$ cat src/rtl/ltssm_pkg.sv
// Shared LTSSM types.
//   os_type_e    : ordered-set type requested from / decoded by the OS path.
//   polling_sm_e : Polling substate encoding, exported on poll_state.
//                  POLLING_SPEED is reserved for speed negotiation and is not
//                  entered by the Polling controller.
//   os_qualifies : whether a decoded OS counts toward the consecutive-match
//                  requirement in a given substate.
package ltssm_pkg;

  typedef enum logic [1:0] {
    OS_NONE       = 2'd0,
    OS_TS1        = 2'd1,
    OS_TS2        = 2'd2,
    OS_COMPLIANCE = 2'd3
  } os_type_e;

  typedef enum logic [3:0] {
    POLLING_IDLE       = 4'd0,
    POLLING_ACTIVE     = 4'd1,
    POLLING_COMPLIANCE = 4'd2,
    POLLING_CONFIG     = 4'd3,
    POLLING_SPEED      = 4'd4
  } polling_sm_e;

  // Active accepts TS1 or TS2; Configuration accepts only TS2.
  function automatic logic os_qualifies(input polling_sm_e st,
                                        input logic [1:0]  os_type,
                                        input logic        os_ok);
    logic q;
    q = 1'b0;
    if (os_ok) begin
      case (st)
        POLLING_ACTIVE: q = (os_type == OS_TS1) || (os_type == OS_TS2);
        POLLING_CONFIG: q = (os_type == OS_TS2);
        default:        q = 1'b0;
      endcase
    end
    return q;
  endfunction

endpackage

$ cat src/rtl/ltssm_consec_cnt.sv
// Saturating consecutive-match counter.
//   clk, rst_n : clock, synchronous active-low reset
//   i_clr      : synchronous clear (takes priority over counting)
//   i_valid    : one observation this cycle
//   i_match    : observation qualifies (+1, saturating); otherwise clear
//   o_cnt      : current consecutive count, saturates at MAX
module ltssm_consec_cnt #(
  parameter int MAX = 8,
  parameter int W   = $clog2(MAX + 1)
) (
  input  logic         clk,
  input  logic         rst_n,
  input  logic         i_clr,
  input  logic         i_valid,
  input  logic         i_match,
  output logic [W-1:0] o_cnt
);

  localparam logic [W-1:0] MAX_W = W'(MAX);

  logic [W-1:0] r_cnt;

  always_ff @(posedge clk) begin
    if (!rst_n || i_clr) begin
      r_cnt <= '0;
    end else if (i_valid) begin
      if (!i_match)
        r_cnt <= '0;
      else if (r_cnt != MAX_W)
        r_cnt <= r_cnt + 1'b1;
    end
  end

  assign o_cnt = r_cnt;

endmodule

$ cat src/rtl/ltssm_polling_ctrl.sv
// LTSSM Polling substate sequencer for one link.
//   clk, rst_n          : core clock, synchronous active-low reset
//   start / abort       : pulses from the top-level LTSSM (enter / force exit)
//   tx_os_type          : OS type requested from the OS transmitter
//   tx_os_done          : pulse, one requested OS fully sent
//   rx_os_valid/type/ok : one decoded OS, its type, PAD-fields-and-error-free
//   rx_eidle_exit       : electrical-idle exit seen on any lane
//   poll_state, busy    : registered substate and not-idle status
//   done_config/detect  : one-cycle exit verdict, coincident with return to IDLE
module ltssm_polling_ctrl
  import ltssm_pkg::*;
#(
  parameter int TX_MIN_TS1     = 1024,
  parameter int RX_CONSEC      = 8,
  parameter int TX_TS2_AFTER   = 16,
  parameter int ACTIVE_TIMEOUT = 6000000,
  parameter int CONFIG_TIMEOUT = 12000000
) (
  input  logic       clk,
  input  logic       rst_n,
  input  logic       start,
  input  logic       abort,
  output logic [1:0] tx_os_type,
  input  logic       tx_os_done,
  input  logic       rx_os_valid,
  input  logic [1:0] rx_os_type,
  input  logic       rx_os_ok,
  input  logic       rx_eidle_exit,
  output logic [3:0] poll_state,
  output logic       busy,
  output logic       done_config,
  output logic       done_detect
);

  localparam int TX_MAX = (TX_MIN_TS1 > TX_TS2_AFTER) ? TX_MIN_TS1 : TX_TS2_AFTER;
  localparam int TXW    = $clog2(TX_MAX + 1);
  localparam int RXW    = $clog2(RX_CONSEC + 1);
  localparam int TMW    = $clog2(CONFIG_TIMEOUT + 1);

  localparam logic [TXW-1:0] TX_ACT_THR = TXW'(TX_MIN_TS1);
  localparam logic [TXW-1:0] TX_CFG_THR = TXW'(TX_TS2_AFTER);
  localparam logic [RXW-1:0] RX_THR     = RXW'(RX_CONSEC);
  localparam logic [TMW-1:0] ACT_LAST   = TMW'(ACTIVE_TIMEOUT - 1);
  localparam logic [TMW-1:0] CFG_LAST   = TMW'(CONFIG_TIMEOUT - 1);

  polling_sm_e    r_state;
  logic [TXW-1:0] r_tx_cnt;
  logic [TMW-1:0] r_timer;
  logic           r_ts2_seen;
  logic [1:0]     r_tx_os_type;
  logic           r_busy;
  logic           r_done_config;
  logic           r_done_detect;

  logic [RXW-1:0] w_rx_cnt;
  logic           w_in_train;
  logic           w_rx_match;
  logic           w_rx_sat;
  logic [TXW-1:0] w_tx_thr;
  logic           w_tx_inc;
  logic           w_act_ok;
  logic           w_act_to;
  logic           w_cfg_ok;
  logic           w_cfg_to;
  logic           w_state_chg;

  assign w_in_train = (r_state == POLLING_ACTIVE) || (r_state == POLLING_CONFIG);
  assign w_rx_match = os_qualifies(r_state, rx_os_type, rx_os_ok);
  assign w_rx_sat   = (w_rx_cnt >= RX_THR);

  // tx_cnt threshold depends on the substate; in Configuration only sends
  // after the first received TS2 count (registered flag, so a send on the
  // same cycle as that TS2 is excluded).
  assign w_tx_thr = (r_state == POLLING_CONFIG) ? TX_CFG_THR : TX_ACT_THR;
  assign w_tx_inc = tx_os_done && (r_tx_cnt < w_tx_thr) &&
                    ((r_state == POLLING_ACTIVE) ||
                     ((r_state == POLLING_CONFIG) && r_ts2_seen));

  assign w_act_ok = (r_tx_cnt >= TX_ACT_THR) && w_rx_sat;
  assign w_act_to = (r_timer == ACT_LAST);
  assign w_cfg_ok = (r_tx_cnt >= TX_CFG_THR) && w_rx_sat;
  assign w_cfg_to = (r_timer == CFG_LAST);

  // Any transition out of the current substate; drives the counter clears.
  always_comb begin
    w_state_chg = 1'b0;
    case (r_state)
      POLLING_IDLE:       w_state_chg = start;
      POLLING_ACTIVE:     w_state_chg = abort || w_act_ok || w_act_to;
      POLLING_COMPLIANCE: w_state_chg = abort || rx_eidle_exit;
      POLLING_CONFIG:     w_state_chg = abort || w_cfg_ok || w_cfg_to;
      default:            w_state_chg = 1'b1;
    endcase
  end

  ltssm_consec_cnt #(
    .MAX (RX_CONSEC),
    .W   (RXW)
  ) u_rx_cnt (
    .clk     (clk),
    .rst_n   (rst_n),
    .i_clr   (w_state_chg),
    .i_valid (rx_os_valid && w_in_train),
    .i_match (w_rx_match),
    .o_cnt   (w_rx_cnt)
  );

  always_ff @(posedge clk) begin
    if (!rst_n) begin
      r_state       <= POLLING_IDLE;
      r_tx_cnt      <= '0;
      r_timer       <= '0;
      r_ts2_seen    <= 1'b0;
      r_tx_os_type  <= OS_NONE;
      r_busy        <= 1'b0;
      r_done_config <= 1'b0;
      r_done_detect <= 1'b0;
    end else begin
      r_done_config <= 1'b0;
      r_done_detect <= 1'b0;

      if (w_state_chg) begin
        r_tx_cnt   <= '0;
        r_timer    <= '0;
        r_ts2_seen <= 1'b0;
      end else begin
        if (w_tx_inc)
          r_tx_cnt <= r_tx_cnt + 1'b1;
        if (w_in_train)
          r_timer <= r_timer + 1'b1;
        if ((r_state == POLLING_CONFIG) && rx_os_valid && w_rx_match)
          r_ts2_seen <= 1'b1;
      end

      case (r_state)
        POLLING_IDLE: begin
          if (start) begin
            r_state      <= POLLING_ACTIVE;
            r_tx_os_type <= OS_TS1;
            r_busy       <= 1'b1;
          end
        end
        POLLING_ACTIVE: begin
          if (abort) begin
            r_state      <= POLLING_IDLE;
            r_tx_os_type <= OS_NONE;
            r_busy       <= 1'b0;
          end else if (w_act_ok || (w_act_to && w_rx_sat)) begin
            r_state      <= POLLING_CONFIG;
            r_tx_os_type <= OS_TS2;
          end else if (w_act_to) begin
            r_state      <= POLLING_COMPLIANCE;
            r_tx_os_type <= OS_COMPLIANCE;
          end
        end
        POLLING_COMPLIANCE: begin
          if (abort) begin
            r_state      <= POLLING_IDLE;
            r_tx_os_type <= OS_NONE;
            r_busy       <= 1'b0;
          end else if (rx_eidle_exit) begin
            r_state      <= POLLING_ACTIVE;
            r_tx_os_type <= OS_TS1;
          end
        end
        POLLING_CONFIG: begin
          if (abort) begin
            r_state      <= POLLING_IDLE;
            r_tx_os_type <= OS_NONE;
            r_busy       <= 1'b0;
          end else if (w_cfg_ok) begin
            r_state       <= POLLING_IDLE;
            r_tx_os_type  <= OS_NONE;
            r_busy        <= 1'b0;
            r_done_config <= 1'b1;
          end else if (w_cfg_to) begin
            r_state       <= POLLING_IDLE;
            r_tx_os_type  <= OS_NONE;
            r_busy        <= 1'b0;
            r_done_detect <= 1'b1;
          end
        end
        default: begin
          r_state      <= POLLING_IDLE;
          r_tx_os_type <= OS_NONE;
          r_busy       <= 1'b0;
        end
      endcase
    end
  end

  assign tx_os_type  = r_tx_os_type;
  assign poll_state  = r_state;
  assign busy        = r_busy;
  assign done_config = r_done_config;
  assign done_detect = r_done_detect;

endmodule

$ cat config.mk
export PLATFORM = sky130hd
export DESIGN_NAME = ltssm_polling_ctrl
export DESIGN_NICKNAME = d
export VERILOG_FILES = /design/src/rtl/ltssm_pkg.sv /design/src/rtl/ltssm_consec_cnt.sv /design/src/rtl/ltssm_polling_ctrl.sv
export SDC_FILE = /design/constraint.sdc
export NUM_CORES = 1
export LEC_CHECK = 0
export BUFFER_PORTS_ARGS = -buffer_cell sky130_fd_sc_hd__buf_2
export CAP_MARGIN = 25
export CORE_MARGIN = 2
export CORE_UTILIZATION = 35
export DETAILED_ROUTE_END_ITERATION = 7
export GPL_ROUTABILITY_DRIVEN = 0
export GPL_TIMING_DRIVEN = 0
export MAX_ROUTING_LAYER = met4
export PLACE_DENSITY = 0.54
export SLEW_MARGIN = 0
export SYNTH_ARGS = -nofsm -noshare
export SYNTH_HDL_FRONTEND = slang
export SYNTH_HIERARCHICAL = 1
export SYNTH_SLANG_ARGS = --single-unit
$ cat constraint.sdc
create_clock -name clk -period 5.01 [get_ports clk]
set_clock_uncertainty 0.2 [all_clocks]
set_input_delay 1.002 -clock clk [delete_from_list [all_inputs] [get_ports clk]]
set_output_delay 1.002 -clock clk [all_outputs]
set_load 0.05 [all_outputs]
* After elaboration in Yosys (flattened, before gate mapping) *
Cells that the tools add are included.

word-level totals
  register bits after elaboration = 49
  input port bits = 10
  output and inout bits = 9
  word-level logic and storage cells = 94

cells by class
  add/sub/neg operators = 3
  order comparisons = 4
  eq/ne operators = 14
  mux-type cells = 34
  bitwise gates (word level) = 2
  reduce and logical (&&, ||, !) cells = 28

operators with widths
  operator                                                                 number
  4-bit two-way mux                                                        11
  24-bit by 1-bit adder with 24-bit output, second input constant          1
  24-bit by 23-bit equality test with 1-bit output, second input constant  1
  24-bit equality test, second input constant                              1
  2-bit two-way mux                                                        9
  4-bit case mux with 4 select lines                                       1
  11-bit by 1-bit adder with 11-bit output, second input constant          1
  11-bit >= comparator, second input constant                              1
  11-bit by 5-bit >= comparator with 1-bit output, second input constant   1
  11-bit less-than comparator                                              1
  11-bit two-way mux                                                       1
  1-bit logical OR                                                         10
  1-bit logical AND                                                        9
  4-bit by 2-bit equality test with 1-bit output, second input constant    2
  1-bit two-way mux                                                        8
  4-bit != test, second input constant                                     2
  2-bit case mux with 4 select lines                                       1
  4-bit by 1-bit adder with 4-bit output, second input constant            1
  4-bit by 1-bit equality test with 1-bit output, second input constant    1
  4-bit >= comparator, second input constant                               1
  4-bit zero test                                                          1
  2-bit != test, second input constant                                     2
  4-bit by 3-bit != test with 1-bit output, second input constant          1
  1-bit case mux with 4 select lines                                       1
  other kinds (14)                                                         16

* Logic depth before layout (Yosys ltp) *
Gate-level depths: netlist of the first run.

  depth in word-level cells = 6
  depth in mapped cells = 9
  depth with buffers taken out = 8

* Cells and area by module *
Netlist of the first run, hierarchy kept.

by module, submodules not included
  module              times used  cells an instance  area an instance (um2)  sequential area each (um2)
  ltssm_polling_ctrl  1           262                2324.7                  840.8
  ltssm_consec_cnt    1           27                 232.7                   80.1

* Least setup slack after synthesis of the first run *
Ideal clock, no wire load.

  path type = input port to flip-flop
  from = input port rx_os_type[0]
  to = register u_rx_cnt.r_cnt[2], in the netlist u_rx_cnt/o_cnt[2]
  library setup time = 0.127 ns
  arrival = 2.369 ns
  required time = 4.683 ns
  path slack = 2.313 ns
  cell stages on the path = 7
  buffers on the path = 0
  path through = inv_1 -> ha_1 -> nand2b_1 -> a21boi_0 -> nand4b_1 -> a31oi_1 -> a211oi_1

on the way
  word-level cells in the longest chain between the ends = 6
  elaborated cells on any way between the ends = 8
  those cells by class = 3 x eq/ne; 3 x mux; 2 x reduce/logical

ends and longest elaborated chain
  item                                                                                   RTL line                          RTL
  start, declared                                                                        ltssm_polling_ctrl.sv:26          input logic [1:0] rx_os_type,
  2-bit by 1-bit equality test with 1-bit output or 2-bit equality test (tied branches)  ltssm_pkg.sv:33, ltssm_pkg.sv:34
  1-bit logical OR                                                                       ltssm_pkg.sv:33                   POLLING_ACTIVE: q = (os_type == OS_TS1) || (os_type == OS_TS2);
  1-bit case mux with 2 select lines *                                                   ltssm_pkg.sv:32                   case (st)
  1-bit two-way mux *                                                                    ltssm_pkg.sv:31                   if (os_ok) begin
  via w_rx_match                                                                         ltssm_polling_ctrl.sv:57          logic w_rx_match;
  2-bit != test (no line)                                                                n/a
  2-bit AND reduction (no line)                                                          n/a
  end signal, assigned                                                                   ltssm_consec_cnt.sv:30            r_cnt <= r_cnt + 1'b1;
  end, declared                                                                          ltssm_consec_cnt.sv:21            logic [W-1:0] r_cnt;

The timed path passes the listed nets; every way through them passes the cells marked *.
A chain may end at the register's enable or synchronous reset.

* Worst setup path after layout of the first run *
Ends and elaborated chain as after synthesis.

==> flow_summary.ini, run 1 <==
[placed_design]
place_area_sq_mm = 0.00277
dp_hpwl_um = 3840
io_buffers = 16
dp_cells = 405
dp_slack_ps = 1930

[yosys]
synth-seq-cells = 46
syn_inst = 289
postSynthAreaPerCell_sq_um = 8.85
synth_edf_count = 0
netlist_area_sq_mm = 0.00256
ys_warn_count = 6
synth_top_flop_cell = dfxtp_1
yosysUniqueCellTypes = 60
synth_seq_area_share = 0.360
async_flop_share = 0

[sta]
hold_viol = 0
fin_crit_sh = 0.555
fin_crit_ps = 2780
drv_slew = 0
max-slew-margin-rel = 0.428
worst_slack_ps = 2230
tightestPinTransition_ps = 850
setup_tns_ps = 0
timing.hold.ws_ps = 278
fmax_mhz = 360
setup_viol = 0
rsz0062_at_grt = no

[worst_setup_path]
endpoint_kind = flop
cp.arrival_ps = 2760
worstPathRequired_ps = 4990
crit_type = in -> reg
crit_path_start_kind = primary input
critical_path.max_fanout = 8

[global_routing]
first_global_vias = 1911
grt_max_degree = 14
overflow = 0
antenna_found_initial = 0
grt.total_usage = 0.145
grt_pass1_wl_um = 8850

[routing]
drtIter0Drc = 56
routedWlPerCell_um = 12.4
drtPass1Iterations = 4
drc = 0
detail-route-antenna-nets = 0
via_per_inst = 4.97
drt_wl_total_um = 5130
vias = 2051

[power_and_ir_drop]
p_seq_frac = 0.442
fin_total_pwr_mw = 0.876
pwr-share-comb = 0.245
power_frac_clock = 0.312
p_sw_mw = 0.277
internal_power_mw = 0.599
p_per_area_mw_per_mm2 = 305
ir_drop_mv = 0.119
p_sw_frac = 0.316
power_leakage_nw = 1.03

[floorplan]
rows = 31
core_sq_mm = 0.00718
dieHeight_um = 89.5
io_pins = 19
start_util = 0.356
die_area_sq_mm = 0.00801
die_x_um = 89.5

[clocking]
cts_tree = built
clk_latency_ps = 300
cts_sinks = 46
root_buffer = clkbuf_8
post_cts_buffers = 0
cts_resized = 0
postCtsHoldBufs = 0
cts_buffers = 5
cts_buffer_depth = 2
clk_pin_slew_ps = 80
h-tree-depth = 2

[layout]
fin_cells = 413
nFillCells = 723
area_growth_pct = 12.3
final_util = 0.400
layout_common_cells = dfxtp_1, nor2_1, nand2_1, xor2_1, buf_2
fin_nets = 334
final_common_cell = dfxtp_1
drive_gt1_frac = 0.156
insertedDiodeCount = 0
final_area_sq_mm = 0.00287

[run]
max_cap_violations = 0

[status]
status = complete, no violations

[min_path]
hp-class = reg -> reg
## registers in the layout, summed over array words and instances (netlist names)
signal / count
r_ts2_seen: 1
tx_os_type: 1
poll_state: 2
done_config: 1
u_rx_cnt/o_cnt: 4
r_tx_cnt: 11
r_timer: 24
done_detect: 1
busy: 1
## worst max-delay path, stage by stage
cell,delay [ps]
buf_2,70
inv_1,30
ha_1,270
nand2b_1,130
a21boi_0,670
nand4b_1,280
a31oi_1,240
a211oi_1,70
## cell type report
| cell class | instances | area [sq um] | share of cell area |
|---|---|---|---|
| plain buffers | 10 | 111 | 0.0388 |
| clock buffers | 7 | 76.3 | 0.0266 |
| clock inverters | 1 | 30.0 | 0.0105 |
| inverters | 11 | 41.3 | 0.0144 |
| multi-input cells | 223 | 1490 | 0.518 |
| flip-flops and latches | 46 | 921 | 0.321 |
| well taps | 99 | 124 | 0.0431 |
| repair buffers | 16 | 80.1 | 0.0279 |
## synthesized netlist by cell type, types with 2 or more instances
cell type  instances  area [sq um]
o21ai_1            4          20.0
buf_6              3          33.8
buf_4              3          22.5
ha_1              11           138
a21oi_1            9          45.0
nand4b_1           5          43.8
nor2_1            45           169
nand2b_1           4          25.0
a211oi_1           2          15.0
and3_1             7          43.8
nor2_2             3          18.8
and4bb_2           2          25.0
or4_4              2          22.5
dfxtp_1           46           921
and2_1             2          12.5
nand2_1           26          97.6
and4_1             3          26.3
inv_1             11          41.3
o21ai_0            3          15.0
a31oi_1            4          25.0
nor3_1             4          20.0
nand3_1            6          30.0
xnor2_1           12           105
xor2_1            21           184
nand4_1           16           100
## logic make-up after synthesis
logic type / after synthesis / synth area share
compound gates: 36 / 0.106
xor+xnor: 33 / 0.113
fa+ha+maj: 11 / 0.0538
buf+inv: 21 / 0.0597
flops: 46 / 0.360
mux: 1 / 0.00391
other cells: 1 / 0.00147
simple gates: 140 / 0.302
## power by group through the flow
stage / clock [mW] / sequential (mW) / combinational [mW]
after floorplan: 0 / 0.423 / 0.139
after global placement: 0 / 0.396 / 0.214
after detailed placement: 0 / 0.396 / 0.215
after CTS: 0.280 / 0.388 / 0.216
after global routing: 0.294 / 0.389 / 0.240
final: 0.274 / 0.387 / 0.215
## worst paths after layout
check        cells past startpoint  slack [ps]          start           endpoint
max reg2reg                      7        2300     r_timer[0]      tx_os_type[0]
min reg2reg                      2         280     r_ts2_seen         r_ts2_seen
max                              8        2230  rx_os_type[0]  u_rx_cnt/o_cnt[2]
min                              2         280     r_ts2_seen         r_ts2_seen
## routing by layer
metal	vias to the layer above	wire length, um	track usage
li1	1060	-	-
met1	957	2600	0.188
met2	27	2270	0.225
met3	7	189	0.0369
met4	0	72	0.0421
met5	-	0	-
(Power assumes the default switching activity.)
==> run 2, diff against run 1 <==
--- a/config.mk
+++ b/config.mk
@@ -5,6 +5,7 @@
 export SDC_FILE = /design/constraint.sdc
 export NUM_CORES = 1
 export LEC_CHECK = 0
+export ABC_AREA = 1
 export BUFFER_PORTS_ARGS = -buffer_cell sky130_fd_sc_hd__buf_2
 export CAP_MARGIN = 25
 export CORE_MARGIN = 2
@@ -13,7 +14,7 @@
 export GPL_ROUTABILITY_DRIVEN = 0
 export GPL_TIMING_DRIVEN = 0
 export MAX_ROUTING_LAYER = met4
-export PLACE_DENSITY = 0.54
+export PLACE_DENSITY = 0.56
 export SLEW_MARGIN = 0
 export SYNTH_ARGS = -nofsm -noshare
 export SYNTH_HDL_FRONTEND = slang
==> constraint.sdc (replaced) <==
create_clock -name clk -period 2.3 [get_ports clk]
set_clock_uncertainty 0.2 [all_clocks]
set_input_delay 0.46 -clock clk [delete_from_list [all_inputs] [get_ports clk]]
set_output_delay 0.46 -clock clk [all_outputs]
set_load 0.05 [all_outputs]
==> flow_summary.ini, run 2 <==
[status]
status = complete, no violations

[yosys]
synth_seq_area_share = 0.315
synth_top_family_by_area = simple AND/OR/NAND/NOR gates
postSynthAreaPerCell_sq_um = 6.69
synth-seq-cells = 46
yosysUniqueCellTypes = 33
ys_warn_count = 6
synth-adder-area-share = 0.0471
synth_top_area_share = 0.315
synth_largest_area_cell = dfxtp_1
synth_area_leaders = dfxtp_1, nand2_1, inv_1
synth_edf_count = 0
syn_inst = 437
post-synth-top-count-cell = nand2_1
yosys-mux-area-fraction = 0.00342
yosys.area_share.simple = 0.404
async_flop_share = 0
synth_compound_area_frac = 0.0334
ys_top_cells_by_count = nand2_1, inv_1, nor2_1
netlist_area_sq_mm = 0.00292
synth_xor_area_frac = 0.0809
synth_top_flop_cell = dfxtp_1

[routing]
via_per_inst = 4.51
detail-route-antenna-nets = 0
drt_wl_total_um = 6110
drc = 0
drtIter0Drc = 67
drtPass1Iterations = 4
vias = 2568
routedWlPerCell_um = 10.7

[worst_setup_path]
worstPathRequired_ps = 2320
crit_start = poll_state[0]
crit_path_start_kind = flop
rr_worst_depth = 13
cp_cell_sequence = ha_1 -> buf_4 -> inv_1 -> nand2_2 -> nand2_1 -> nor2_4 -> nand3_2 -> nor2_2 -> nand2_1 -> nand2_1 -> nand2_1 -> inv_1 -> nor2_2
r2r-end = r_timer[22]
slowest_delay_ps = 380
endpoint = r_timer[22]
cp_common_cell = nand2_1
reg2reg_slack_ps = 210
cp.arrival_ps = 2110
endpoint_kind = flop
crit_type = reg -> reg
critical_path.max_fanout = 8
cpMaxStageDelayCell = dfxtp_2
reg2reg_from = poll_state[0]

[layout]
regMostFlops = r_timer
layout_common_cells = nand2_1, inv_1, nor2_1, dfxtp_1, nand3_1
final_common_cell = nand2_1
nFillCells = 882
largest_register_ff_count = 24
drive_gt1_frac = 0.185
fin_nets = 484
final_util = 0.400
insertedDiodeCount = 0
area_growth_pct = 11.9

[power_and_ir_drop]
power_leakage_nw = 1.29
ir_drop_mv = 0.737
p_per_area_mw_per_mm2 = 699

[floorplan]
die_area_sq_mm = 0.00910
start_util = 0.358
io_pins = 19
die_x_um = 95.4
dieHeight_um = 95.4
rows = 33
core_sq_mm = 0.00818

[clocking]
cts_tree = built
clk_latency_ps = 310
postCtsHoldBufs = 0
clk_pin_slew_ps = 90
cts_sinks = 46
cts_buffers = 5
cts_buffer_depth = 2
h-tree-depth = 2
root_buffer = clkbuf_8

[sta]
rsz0062_at_grt = no
fin_crit_sh = 0.910
timing.hold.ws_ps = 253
setup_viol = 0
fmax_mhz = 478
hold_viol = 0
fin_crit_ps = 2090
drv_slew = 0

[min_path]
hp-class = in -> reg

[global_routing]
grt_max_degree = 16
grt_pass1_wl_um = 10400
antenna_found_initial = 0
overflow = 0
first_global_vias = 2328
grt.total_usage = 0.150

[run]
max_cap_violations = 0

[placed_design]
dp_hpwl_um = 4610
io_buffers = 16
run 2: cell count changes after synthesis, sizes merged, moves of 7 or more:
cell / delta
nand2: +72
inv: +59
nor2: +48
nand3: +27
and3: -7
xnor2: -7
run 2: report_power, final:
part / internal, mW / switching (mW)
registers: 0.842 / 0.0384
clock network: 0.214 / 0.298
logic: 0.276 / 0.620
run 2: how the worst min path moves through the flow:
stage / to / startpoint / cells past startpoint
2_1_floorplan: u_rx_cnt/o_cnt[0] / u_rx_cnt/o_cnt[0] / 2
3_3_place_gp: busy / busy / 4
3_5_place_dp: tx_os_type[0] / tx_os_type[0] / 4
4_1_cts: poll_state[1] / rst_n / 3
5_1_grt: poll_state[1] / rst_n / 3
6_report: poll_state[1] / rst_n / 3
run 2: cell type report:
type                       instances  area [sq um]  area share
tap                              105           131      0.0402
inverter                          70           263      0.0803
clock inverter                     3          21.3     0.00650
buffer                             9          73.8      0.0226
multi-input combinational        314          1700       0.520
clock buffer                       5          68.8      0.0210
sequential                        46           926       0.283
timing repair buffer              17          87.6      0.0268
run 2: critical path, delay by kind of cell, from the launching register on:
| family | cells | cell delay, ps |
|---|---|---|
| buf+inv | 3 | 290 |
| flops | 1 | 380 |
| simple gates | 9 | 970 |
| fa+ha+maj | 1 | 180 |
run 2: metrics by stage:
stage / power [mW] / TNS, ps / setup WS (ps) / cell area [sq um] / std cells
3_3_place_gp: 1.77 / 0 / 34.6 / 3140 / 559
6_report: 2.29 / 0 / 207 / 3270 / 569
2_1_floorplan: 1.59 / 0 / 2.63 / 2930 / 438
5_1_grt: 2.46 / 0 / 4.45 / 3270 / 569
4_1_cts: 2.30 / 0 / 2.51 / 3230 / 567
3_5_place_dp: 1.78 / -29.3 / -17.1 / 3140 / 559
run 2: layer usage:
metal  routed length, um  vias to the layer above  global-route usage  share of wire
li1                    -                     1391                   -              -
met1                3130                     1130               0.196           0.51
met2                2720                       37               0.230           0.44
met3                 184                       10              0.0285          0.030
met4                  86                        0              0.0536          0.014
met5                   0                        -                   -              0
run 2: kinds of logic after synthesis:
kind of cell	count (synthesis)
adders and majority gates	11
AOI/OAI and AO/OA	17
DFF	46
buffers and inverters	79
xor gates and xnor gates	27
muxes	1
other	1
and+or+nand+nor	255
run 2: what timing repair did:
action,CTS,global route
hold endpoints to repair,0,0
setup buffers,0,1
endpoints found under the setup margin,0,39
gates resized for setup,0,8
